<file path="src/rtl/ai_i2s_pkg.sv">
// Shared I2S definitions: slot-width limits, mode encoding and the
// slot-width legalisation helper used by the clock generator.
package ai_i2s_pkg;

  localparam logic [5:0] I2S_MIN_BITS = 6'd16;
  localparam logic [5:0] I2S_MAX_BITS = 6'd32;

  typedef enum logic {
    SLAVE  = 1'b0,
    MASTER = 1'b1
  } i2s_mode_e;

  // Out-of-range slot widths fall back to the 16-bit minimum.
  function automatic logic [5:0] eff_bits(input logic [5:0] slot_bits);
    if (slot_bits >= I2S_MIN_BITS && slot_bits <= I2S_MAX_BITS) begin
      return slot_bits;
    end
    return I2S_MIN_BITS;
  endfunction

endpackage

</file>
<file path="src/rtl/ai_i2s_clk_gen_if.sv">
// Configuration, pin and strobe bundle of the I2S clock generator.
// The generator uses the master modport; consumers use the slave modport.
interface ai_i2s_clk_gen_if #(
  parameter int DIV_WIDTH = 8
);

  logic                 enable;
  logic                 master_mode;
  logic [DIV_WIDTH-1:0] clk_div;
  logic [5:0]           slot_bits;
  logic                 ext_sck;
  logic                 ext_ws;
  logic                 sck;
  logic                 ws;
  logic                 sck_oe;
  logic                 ws_oe;
  logic                 clk_en;
  logic                 sample_en;
  logic                 frame_start;
  logic                 frame_err;

  modport master (
    input  enable, master_mode, clk_div, slot_bits, ext_sck, ext_ws,
    output sck, ws, sck_oe, ws_oe, clk_en, sample_en, frame_start, frame_err
  );

  modport slave (
    output enable, master_mode, clk_div, slot_bits, ext_sck, ext_ws,
    input  sck, ws, sck_oe, ws_oe, clk_en, sample_en, frame_start, frame_err
  );

endinterface

</file>
<file path="src/rtl/ai_i2s_edge_sync.sv">
// Two-flop synchroniser for an asynchronous pin plus a history flop;
// rise/fall are decoded from flops only, one cycle wide each.
module ai_i2s_edge_sync (
  input  logic clk,
  input  logic rst_n,
  input  logic clr,
  input  logic d,
  output logic level,
  output logic rise,
  output logic fall
);

  logic d_p0;
  logic d_p1;
  logic d_p2;

  always_ff @(posedge clk) begin
    if (!rst_n || clr) begin
      d_p0 <= 1'b0;
      d_p1 <= 1'b0;
      d_p2 <= 1'b0;
    end else begin
      // p0/p1: metastability filter, p2: history for edge detection
      d_p0 <= d;
      d_p1 <= d_p0;
      d_p2 <= d_p1;
    end
  end

  assign level = d_p1;
  assign rise  = d_p1 & ~d_p2;
  assign fall  = ~d_p1 & d_p2;

endmodule

</file>
<file path="src/rtl/ai_i2s_clk_gen.sv">
// I2S bit-clock / word-select generator: divides clk in master mode or
// follows synchronised external pins in slave mode, emitting TX/RX strobes.
module ai_i2s_clk_gen
  import ai_i2s_pkg::*;
#(
  parameter int DIV_WIDTH = 8
) (
  input  logic             clk,
  input  logic             rst_n,
  ai_i2s_clk_gen_if.master bus
);

  localparam logic [DIV_WIDTH-1:0] DIV_ONE = DIV_WIDTH'(1);

  function automatic logic [5:0] sat_inc(input logic [5:0] v);
    return (v == 6'h3f) ? v : v + 6'd1;
  endfunction

  function automatic logic slot_len_bad(input logic [5:0] cnt, input logic [5:0] bits);
    return ({1'b0, cnt} + 7'd1) != {1'b0, bits};
  endfunction

  i2s_mode_e            mode;
  i2s_mode_e            mode_q;
  logic                 started;
  logic [DIV_WIDTH-1:0] clk_div_s;
  logic [DIV_WIDTH-1:0] div_cnt;
  logic [5:0]           eff_s;
  logic [5:0]           bit_cnt;
  logic                 sck_q;
  logic                 ws_q;
  logic                 oe_q;
  logic                 clk_en_q;
  logic                 sample_en_q;
  logic                 frame_start_q;
  logic                 frame_err_q;
  logic                 ws_seen;
  logic                 ws_fall_pend;
  logic                 sck_lvl;
  logic                 sck_rise;
  logic                 sck_fall;
  logic                 ws_lvl;
  logic                 ws_rise;
  logic                 ws_fall;
  logic                 clr;
  logic                 div_tc;
  logic                 last_bit;

  assign mode     = bus.master_mode ? MASTER : SLAVE;
  assign clr      = ~bus.enable;
  assign div_tc   = (div_cnt == clk_div_s);
  assign last_bit = (bit_cnt == eff_s - 6'd1);

  ai_i2s_edge_sync u_sck_sync (
    .clk   (clk),
    .rst_n (rst_n),
    .clr   (clr),
    .d     (bus.ext_sck),
    .level (sck_lvl),
    .rise  (sck_rise),
    .fall  (sck_fall)
  );

  ai_i2s_edge_sync u_ws_sync (
    .clk   (clk),
    .rst_n (rst_n),
    .clr   (clr),
    .d     (bus.ext_ws),
    .level (ws_lvl),
    .rise  (ws_rise),
    .fall  (ws_fall)
  );

  always_ff @(posedge clk) begin
    if (!rst_n || !bus.enable) begin
      mode_q        <= SLAVE;
      started       <= 1'b0;
      clk_div_s     <= '0;
      div_cnt       <= '0;
      eff_s         <= '0;
      bit_cnt       <= '0;
      sck_q         <= 1'b0;
      ws_q          <= 1'b0;
      oe_q          <= 1'b0;
      clk_en_q      <= 1'b0;
      sample_en_q   <= 1'b0;
      frame_start_q <= 1'b0;
      frame_err_q   <= 1'b0;
      ws_seen       <= 1'b0;
      ws_fall_pend  <= 1'b0;
    end else if (!started) begin
      // First enabled cycle: load shadows, counters stay at zero.
      started       <= 1'b1;
      mode_q        <= mode;
      oe_q          <= bus.master_mode;
      clk_div_s     <= bus.clk_div;
      eff_s         <= eff_bits(bus.slot_bits);
      clk_en_q      <= 1'b0;
      sample_en_q   <= 1'b0;
      frame_start_q <= 1'b0;
    end else if (mode != mode_q) begin
      // Mode switch restarts timing; frame_err is deliberately kept.
      mode_q        <= mode;
      oe_q          <= bus.master_mode;
      div_cnt       <= '0;
      bit_cnt       <= '0;
      sck_q         <= 1'b0;
      ws_q          <= 1'b0;
      clk_en_q      <= 1'b0;
      sample_en_q   <= 1'b0;
      frame_start_q <= 1'b0;
      ws_seen       <= 1'b0;
      ws_fall_pend  <= 1'b0;
    end else begin
      oe_q          <= bus.master_mode;
      clk_en_q      <= 1'b0;
      sample_en_q   <= 1'b0;
      frame_start_q <= 1'b0;
      if (mode == MASTER) begin
        if (div_tc) begin
          div_cnt <= '0;
          sck_q   <= ~sck_q;
          if (sck_q) begin
            clk_en_q <= 1'b1;
            if (last_bit) begin
              // WS flips on the falling edge of the slot's last bit.
              bit_cnt <= '0;
              ws_q    <= ~ws_q;
              if (ws_q) begin
                frame_start_q <= 1'b1;
                clk_div_s     <= bus.clk_div;
                eff_s         <= eff_bits(bus.slot_bits);
              end
            end else begin
              bit_cnt <= bit_cnt + 6'd1;
            end
          end else begin
            sample_en_q <= 1'b1;
          end
        end else begin
          div_cnt <= div_cnt + DIV_ONE;
        end
      end else begin
        sck_q       <= sck_lvl;
        clk_en_q    <= sck_fall;
        sample_en_q <= sck_rise;
        if (sck_fall) begin
          ws_fall_pend <= 1'b0;
        end else if (ws_fall) begin
          ws_fall_pend <= 1'b1;
        end else if (ws_rise) begin
          ws_fall_pend <= 1'b0;
        end
        if (sck_fall && (ws_fall || ws_fall_pend)) begin
          frame_start_q <= 1'b1;
          clk_div_s     <= bus.clk_div;
          eff_s         <= eff_bits(bus.slot_bits);
        end
        if (sck_rise) begin
          if (ws_lvl != ws_q) begin
            ws_q    <= ws_lvl;
            bit_cnt <= '0;
            ws_seen <= 1'b1;
            if (ws_seen && slot_len_bad(bit_cnt, eff_s)) begin
              frame_err_q <= 1'b1;
            end
          end else begin
            bit_cnt <= sat_inc(bit_cnt);
          end
        end
      end
    end
  end

  assign bus.sck         = sck_q;
  assign bus.ws          = ws_q;
  assign bus.sck_oe      = oe_q;
  assign bus.ws_oe       = oe_q;
  assign bus.clk_en      = clk_en_q;
  assign bus.sample_en   = sample_en_q;
  assign bus.frame_start = frame_start_q;
  assign bus.frame_err   = frame_err_q;

endmodule
</file>
<file path="src/flat_wrapper.sv">
// flat-port wrapper written by rule: the top's interface ports become plain ports
module ai_i2s_clk_gen_flat import ai_i2s_pkg::*;
#(
  parameter int DIV_WIDTH = 8
)
  (clk, rst_n, bus_enable, bus_master_mode, bus_clk_div, bus_slot_bits, bus_ext_sck, bus_ext_ws, bus_sck, bus_ws, bus_sck_oe, bus_ws_oe, bus_clk_en, bus_sample_en, bus_frame_start, bus_frame_err);
  ai_i2s_clk_gen_if #(.DIV_WIDTH(DIV_WIDTH)) bus_i ();
  input  logic clk;
  input  logic rst_n;
  input wire logic [$bits(bus_i.enable)-1:0] bus_enable;
  input wire logic [$bits(bus_i.master_mode)-1:0] bus_master_mode;
  input wire logic [$bits(bus_i.clk_div)-1:0] bus_clk_div;
  input wire logic [$bits(bus_i.slot_bits)-1:0] bus_slot_bits;
  input wire logic [$bits(bus_i.ext_sck)-1:0] bus_ext_sck;
  input wire logic [$bits(bus_i.ext_ws)-1:0] bus_ext_ws;
  output wire logic [$bits(bus_i.sck)-1:0] bus_sck;
  output wire logic [$bits(bus_i.ws)-1:0] bus_ws;
  output wire logic [$bits(bus_i.sck_oe)-1:0] bus_sck_oe;
  output wire logic [$bits(bus_i.ws_oe)-1:0] bus_ws_oe;
  output wire logic [$bits(bus_i.clk_en)-1:0] bus_clk_en;
  output wire logic [$bits(bus_i.sample_en)-1:0] bus_sample_en;
  output wire logic [$bits(bus_i.frame_start)-1:0] bus_frame_start;
  output wire logic [$bits(bus_i.frame_err)-1:0] bus_frame_err;
  assign bus_i.enable = bus_enable;
  assign bus_i.master_mode = bus_master_mode;
  assign bus_i.clk_div = bus_clk_div;
  assign bus_i.slot_bits = bus_slot_bits;
  assign bus_i.ext_sck = bus_ext_sck;
  assign bus_i.ext_ws = bus_ext_ws;
  assign bus_sck = bus_i.sck;
  assign bus_ws = bus_i.ws;
  assign bus_sck_oe = bus_i.sck_oe;
  assign bus_ws_oe = bus_i.ws_oe;
  assign bus_clk_en = bus_i.clk_en;
  assign bus_sample_en = bus_i.sample_en;
  assign bus_frame_start = bus_i.frame_start;
  assign bus_frame_err = bus_i.frame_err;
  ai_i2s_clk_gen #(.DIV_WIDTH(DIV_WIDTH)) u_core (.clk(clk), .rst_n(rst_n), .bus(bus_i));
endmodule
</file>
<file path="config.mk">
export PLATFORM = sky130hd
export DESIGN_NAME = ai_i2s_clk_gen_flat
export DESIGN_NICKNAME = d
export VERILOG_FILES = /design/src/rtl/ai_i2s_pkg.sv /design/src/rtl/ai_i2s_clk_gen_if.sv /design/src/rtl/ai_i2s_edge_sync.sv /design/src/rtl/ai_i2s_clk_gen.sv /design/src/flat_wrapper.sv
export SDC_FILE = /design/constraint.sdc
export NUM_CORES = 1
export LEC_CHECK = 0
export ABC_AREA = 1
export CAP_MARGIN = 20
export CORE_ASPECT_RATIO = 0.6
export CORE_UTILIZATION = 56
export CTS_CLUSTER_DIAMETER = 120
export DETAILED_ROUTE_END_ITERATION = 16
export HOLD_SLACK_MARGIN = 0.12
export PLACE_DENSITY_LB_ADDON = 0.12
export SYNTH_ARGS = -nofsm -noshare
export SYNTH_HDL_FRONTEND = slang
export SYNTH_SLANG_ARGS = --single-unit
</file>
<file path="constraint.sdc">
create_clock -name clk -period 2.4 [get_ports clk]
set_input_delay 0.36 -clock clk [delete_from_list [all_inputs] [get_ports clk]]
set_output_delay 0.36 -clock clk [all_outputs]
set_load 0.03 [all_outputs]
</file>
==> results of run 1 <==
[worst min path at each step]
stage | cells after the start | endpoint | startpoint | slack [ps]
2_1_floorplan | 2 | u_core.u_sck_sync.level | u_core.u_sck_sync.d_p0 | 390
3_3_place_gp | 2 | u_core.u_ws_sync.level | u_core.u_ws_sync.d_p0 | 400
3_5_place_dp | 2 | u_core.u_sck_sync.level | u_core.u_sck_sync.d_p0 | 410
4_1_cts | 2 | u_core.u_sck_sync.level | u_core.u_sck_sync.d_p0 | 420
5_1_grt | 2 | u_core.u_ws_sync.level | u_core.u_ws_sync.d_p0 | 450
6_report | 2 | u_core.u_sck_sync.level | u_core.u_sck_sync.d_p0 | 420
[critical path, delay by kind of cell (launching register included)]
family	cells	cell delay (ps)
flip-flops	1	430
adder cells (fa/ha/maj)	1	290
AND/OR/NAND/NOR	10	960
buffers and inverters	3	220
AO/OA/AOI/OAI	1	180
[cells in the mapped netlist, types with 2 or more instances]
master / n
a211oi_1: 2
nor3_1: 4
nor2_2: 4
nor2_1: 71
nand3_2: 2
clkbuf_1: 2
a22oi_1: 3
buf_2: 2
nand3b_1: 2
inv_1: 47
a21oi_1: 15
buf_4: 2
nand2_1: 104
o21ai_0: 8
dfxtp_1: 45
xor2_1: 10
nand3_1: 26
ha_1: 6
o21a_1: 2
inv_2: 6
nand4_1: 5
xnor2_1: 4
[layer usage]
layer	GRT usage	part of all wire	vias to the layer above
li1	-	-	1247
met1	0.4214	0.52	1099
met2	0.4038	0.39	92
met3	0.06748	0.077	6
met4	0.07258	0.0090	0
met5	0	0	-
[logic make-up (layout without fill, tap and decap cells)]
group,count (synthesis),count (layout),share of synthesized area
AOI/OAI and AO/OA,32,32,0.07773
xor gates and xnor gates,14,14,0.04914
adders and majority gates,6,6,0.03009
buffers and inverters,61,96,0.09879
DFF,45,45,0.3611
and+or+nand+nor,223,223,0.3831
[final cells by class]
cell class                 count  area, um2
timing repair buffer          35      330.3
sequential                    45      900.9
inverter                      54      202.7
tap                           60      75.07
clock buffer                   7      86.33
multi-input combinational    275       1353
fill                         385       1241
[state kept, by name, indices dropped and copies added (netlist names)]
| register | count |
|---|---|
| u_core.started | 1 |
| u_core.u_ws_sync.d_p0 | 1 |
| u_core.ws_seen | 1 |
| u_core.clk_div_s | 8 |
| u_core.mode_q | 1 |
| u_core.ws_fall_pend | 1 |
| u_core.bus.frame_err | 1 |
| u_core.u_ws_sync.level | 1 |
| u_core.bus.clk_en | 1 |
| u_core.bus.frame_start | 1 |
| u_core.u_sck_sync.level | 1 |
| u_core.u_sck_sync.d_p0 | 1 |
| u_core.u_sck_sync.d_p2 | 1 |
| u_core.bus.sample_en | 1 |
| u_core.bit_cnt | 6 |
| u_core.eff_s | 6 |
| u_core.bus.sck_oe | 1 |
| u_core.u_ws_sync.d_p2 | 1 |
| u_core.bus.sck | 1 |
| u_core.bus.ws | 1 |
| u_core.div_cnt | 8 |
[power by group]
group	internal [mW]	switching (mW)	total, mW
Sequential	0.763	0.0141	0.777
Clock	0.229	0.244	0.473
Combinational	0.0902	0.127	0.217
Total	1.08	0.385	1.47
[layout by cell type, fill, tap and decap left out, drive strengths merged]
cell type and instances:
clkbuf 7, nor3b 1, buf 8, o21bai 1, clkinv 1, a211oi 2
nand3b 2, xor2 10, nor2 76, nor4 1, xnor2 4, nand3 28
nand4 5, nor3 4, o21a 2, a21oi 15, inv 53, ha 6
clkdlybuf4s50 27, a22oi 3, o31ai 1, nand2 106, dfxtp 45, o21ai 8
[timing repair]
action                                  4_1_cts  5_1_grt
hold buffers                                  0        0
resized for setup                             0        1
endpoints found under the setup margin        0        5
==> flow_summary.json, run 1 <==
{
  "syn-instance-count": 381,
  "reg2reg_depth": 15,
  "crit_end": "u_core.clk_div_s[1]",
  "place_ws_ps": 146.2,
  "die_h_um": 53.70,
  "clk_pin_slew_ps": 80,
  "grt_pass1_vias": 2115,
  "io_pins": 28,
  "hold_path.class": "reg -> reg",
  "nets": 442,
  "tns_ps": 0,
  "post-route-period-util": 0.9142,
  "synth.area.top_cells": "dfxtp_1, nand2_1, nor2_1",
  "track_usage": 0.2822,
  "crit_path_end_kind": "flop",
  "route.detailed.drc": 0,
  "finalWorstSetupSlack_ps": 205.9,
  "critical_path_class": "reg -> reg",
  "wl_per_cell_um": 12.81,
  "antenna_left": 0,
  "viasPerCell": 5.134,
  "numCtsBuffers": 5,
  "fmax_mhz": 455.8,
  "p_leak_nw": 1.287,
  "ys_ff_latch": 45,
  "antenna_cells": 0,
  "slowest_stage": "dfxtp_1",
  "netlist_area_um2": 2495,
  "grt_max_degree": 17,
  "finalHoldViolations": 0,
  "final_cells": 476,
  "drtIter0Drc": 138,
  "setup_viol_count_final": 0,
  "clock_latency_ps": 300,
  "grt_overflow_total": 0,
  "ys_seq_area_frac": 0.3611,
  "synth_edf_count": 0,
  "rsz0062_at_grt": "no",
  "crit_start": "u_core.eff_s[1]",
  "port_buffers": 27,
  "arrival_ps": 2390,
  "cpPeakStageDelay_ps": 430,
  "crit_path_start_kind": "flop",
  "cts_tree": "yes",
  "antenna_found_initial": 0,
  "maxSlewHeadroom": 0.7612,
  "placed_cells_incl_taps": 469,
  "path_cells": "inv_1 > ha_1 > inv_1 > nand2_1 > nand2_1 > nor2_1 > nand2_1 > nor2_2 > nand3_2 > o21bai_4 > nand2_4 > nand2_4 > inv_2 > nor2_1 > nor2_1",
  "finalClockSkew_ps": 7.896,
  "h-tree-depth": 2,
  "synthArstFlopShare": 0,
  "power_mw": 1.467,
  "die_w_um": 88.17,
  "maxCapViolCount": 0,
  "ir_drop_v": 0.0003240,
  "reg2reg_to": "u_core.clk_div_s[1]",
  "synth_cell_type_count": 31,
  "grt_pass1_wl_um": 9887,
  "core_area_um2": 4189,
  "power_density_nw_per_um2": 497.5,
  "routed_wirelength_um": 6098,
  "holdWs_ps": 419.2,
  "fin_crit_ps": 2194,
  "status": "completed",
  "die-area_um2": 4735,
  "start_util": 0.5956,
  "clockRootBuffer": "clkbuf_8",
  "dr_total_vias": 2444,
  "fin_area_um2": 2948,
  "num_rows": 18,
  "post-route-util": 0.7037,
  "yosys.area.top_type_share": 0.3611,
  "worst_slew_pin_slew_ps": 355.1,
  "cp_max_fo": 11,
  "cts.sinks": 45,
  "dr.pass1.iters": 5,
  "placed_area_um2": 2856,
  "rrSetupSlack_ps": 210,
  "syn_nets": 407,
  "clockBufferDepth": 2,
  "r2r_start": "u_core.eff_s[1]",
  "critPathRequiredTime_ps": 2600,
  "synth_ff_type": "dfxtp_1",
  "post_cts_buffers": 0,
  "slew_viol_final": 0,
  "place_hpwl_um": 4647,
  "gp_congestion": 0.9519,
  "drive_above_1_share": 0.07452,
  "yosys_warnings": 0,
  "syn_area_per_cell_um2": 6.548,
  "synth.largest_area_cell": "dfxtp_1",
  "area_growth_pct": 18.15
}
No activity file was read; power rests on OpenSTA's default activity.
==> inputs of run 2 (changes only) <==
Settings changed: CORE_UTILIZATION 56 to 50.
Clock period 2.4 ns to 1.9 ns, I/O delays scaled along.
==> run 2 against run 1 <==
Compared with the run above: the flow now finishes with violations (negative setup slack); via count down 0.16%; register-to-register slack worse by 250 ps; die area up 12%; critical path depth unchanged; clock skew up 2.6 ps; power up 28%; clock power up 22%; hold slack worse by 5.5 ps; maximum frequency up 13%; worst setup slack worse by 250 ps; global-route usage down 4.3 points; sequential cell count unchanged; largest cell class unchanged; largest power group unchanged.
==> flow_summary.json, run 2 (synthesis gave the netlist of run 1 again) <==
{
  "placed_cells_incl_taps": 495,
  "placed_area_um2": 3033,
  "port_buffers": 27,
  "viasPerCell": 4.832,
  "fin_crit_ps": 1944,
  "power_density_nw_per_um2": 575.6,
  "crit_path_end_kind": "flop",
  "postCtsHoldBufs": 0,
  "fmax_mhz": 514.3,
  "track_usage": 0.2387,
  "h-tree-depth": 2,
  "arrival_ps": 2190,
  "num_rows": 19,
  "final_cell_mix": "nand2_1, nor2_1, inv_1",
  "finalHoldViolations": 0,
  "core_area_um2": 4683,
  "cp_max_fo": 5,
  "final_cells": 505,
  "tns_ps": -165.6,
  "holdWs_ps": 413.7,
  "rrSetupSlack_ps": -40,
  "cts_tree": "yes",
  "maxCapViolCount": 0,
  "area_growth_pct": 30.24,
  "cts.sinks": 45,
  "route.detailed.drc": 0,
  "die-area_um2": 5286,
  "drive_above_1_share": 0.1765,
  "post-route-util": 0.6938,
  "finalClockSkew_ps": 10.51,
  "reg.largest.list": "u_core.clk_div_s: 8 flops, u_core.div_cnt: 8 flops",
  "place_hpwl_um": 4376,
  "ir_drop_v": 0.0004521,
  "maxSlewHeadroom": 0.7477,
  "start_util": 0.5327,
  "crit_path_start_kind": "flop",
  "numCtsBuffers": 5,
  "hold_path.class": "reg -> reg",
  "antenna_cells": 0,
  "nFillCells": 411,
  "rsz0062_at_grt": "yes",
  "wl_per_cell_um": 11.85,
  "clk_pin_slew_ps": 90,
  "p_leak_nw": 1.424,
  "die_h_um": 56.72,
  "drtIter0Drc": 151,
  "die_w_um": 93.20,
  "clockRootBuffer": "clkbuf_8",
  "routed_wirelength_um": 5986,
  "fin_area_um2": 3249,
  "nets": 468,
  "dr.pass1.iters": 5,
  "dr_total_vias": 2440,
  "grt_overflow_total": 0,
  "final_common_cell": "nand2_1",
  "grt_pass1_wl_um": 9853,
  "critical_path_class": "reg -> reg",
  "post-route-period-util": 1.023,
  "grt_pass1_vias": 2099,
  "io_pins": 28,
  "clockBufferDepth": 2,
  "setup_viol_count_final": 12,
  "antenna_left": 0,
  "critPathRequiredTime_ps": 2140,
  "finalWorstSetupSlack_ps": -44.50,
  "status": "complete, but fails checks",
  "gp_congestion": 0.9403,
  "slew_viol_final": 0,
  "grt_max_degree": 17,
  "worst_slew_pin_slew_ps": 375.3,
  "failed_checks": "negative setup slack",
  "clock_latency_ps": 300,
  "antenna_found_initial": 0
}
==> run 2: report_power, final <==
part | leakage (nW) | internal [mW] | switching [mW]
clock | 0.0412 | 0.255 | 0.321
combinational | 1.02 | 0.140 | 0.173
sequential | 0.366 | 0.964 | 0.0169
==> run 2: per-stage QoR <==
stage | worst slack, ps | total power, mW
after CTS | 9.012 | 1.861
after floorplan | 66.04 | 1.171
after detailed placement | -175.4 | 1.290
final | -44.50 | 1.870
after global placement | -156.7 | 1.285
after global routing | -181.3 | 1.964
==> run 2: area by class of cell <==
type	instances	area, um2	share of cell area
Inverter	54	207.7	0.06392
Sequential cell	45	903.4	0.2780
Tap cell	63	78.83	0.02426
Timing Repair Buffer	60	536.8	0.1652
Multi-Input combinational cell	276	1441	0.4436
Clock buffer	6	72.57	0.02233
Clock inverter	1	8.758	0.002695
==> run 2: worst max-delay path, stage by stage (launching register included) <==
cell      delay [ps]
dfxtp_2          340
inv_2             50
ha_4             260
inv_2             30
nand2_2           40
nand2_2           50
nor2_2            90
nand2_1           60
nor2_2           130
nand3_2          130
o21bai_4         180
nand2_4          110
nand2_4          130
buf_4            130
nor2_1            40
nor2_1           110
==> run 2: per-layer routing <==
layer | GRT usage | vias up | share of wire
met4 | 0.05934 | 0 | 0.0089
met1 | 0.3719 | 1058 | 0.53
met5 | 0 | - | 0
met2 | 0.3193 | 69 | 0.39
li1 | - | 1306 | -
met3 | 0.05962 | 7 | 0.072
==> run 2: final timing paths <==
check                               from                      end  depth (start not counted)
setup / recovery         u_core.eff_s[0]          u_core.eff_s[2]                         15
hold reg to reg   u_core.u_sck_sync.d_p0  u_core.u_sck_sync.level                          2
setup reg to reg         u_core.eff_s[0]          u_core.eff_s[2]                         15
hold / removal    u_core.u_sck_sync.d_p0  u_core.u_sck_sync.level                          2
==> run 2: repair_timing <==
| action | in CTS | in global routing |
|---|---|---|
| cloned | 1 | 0 |
| gates resized for setup | 7 | 26 |
| pin swaps | 4 | 13 |
| buffers inserted | 0 | 2 |
| setup endpoints to repair | 17 | 21 |
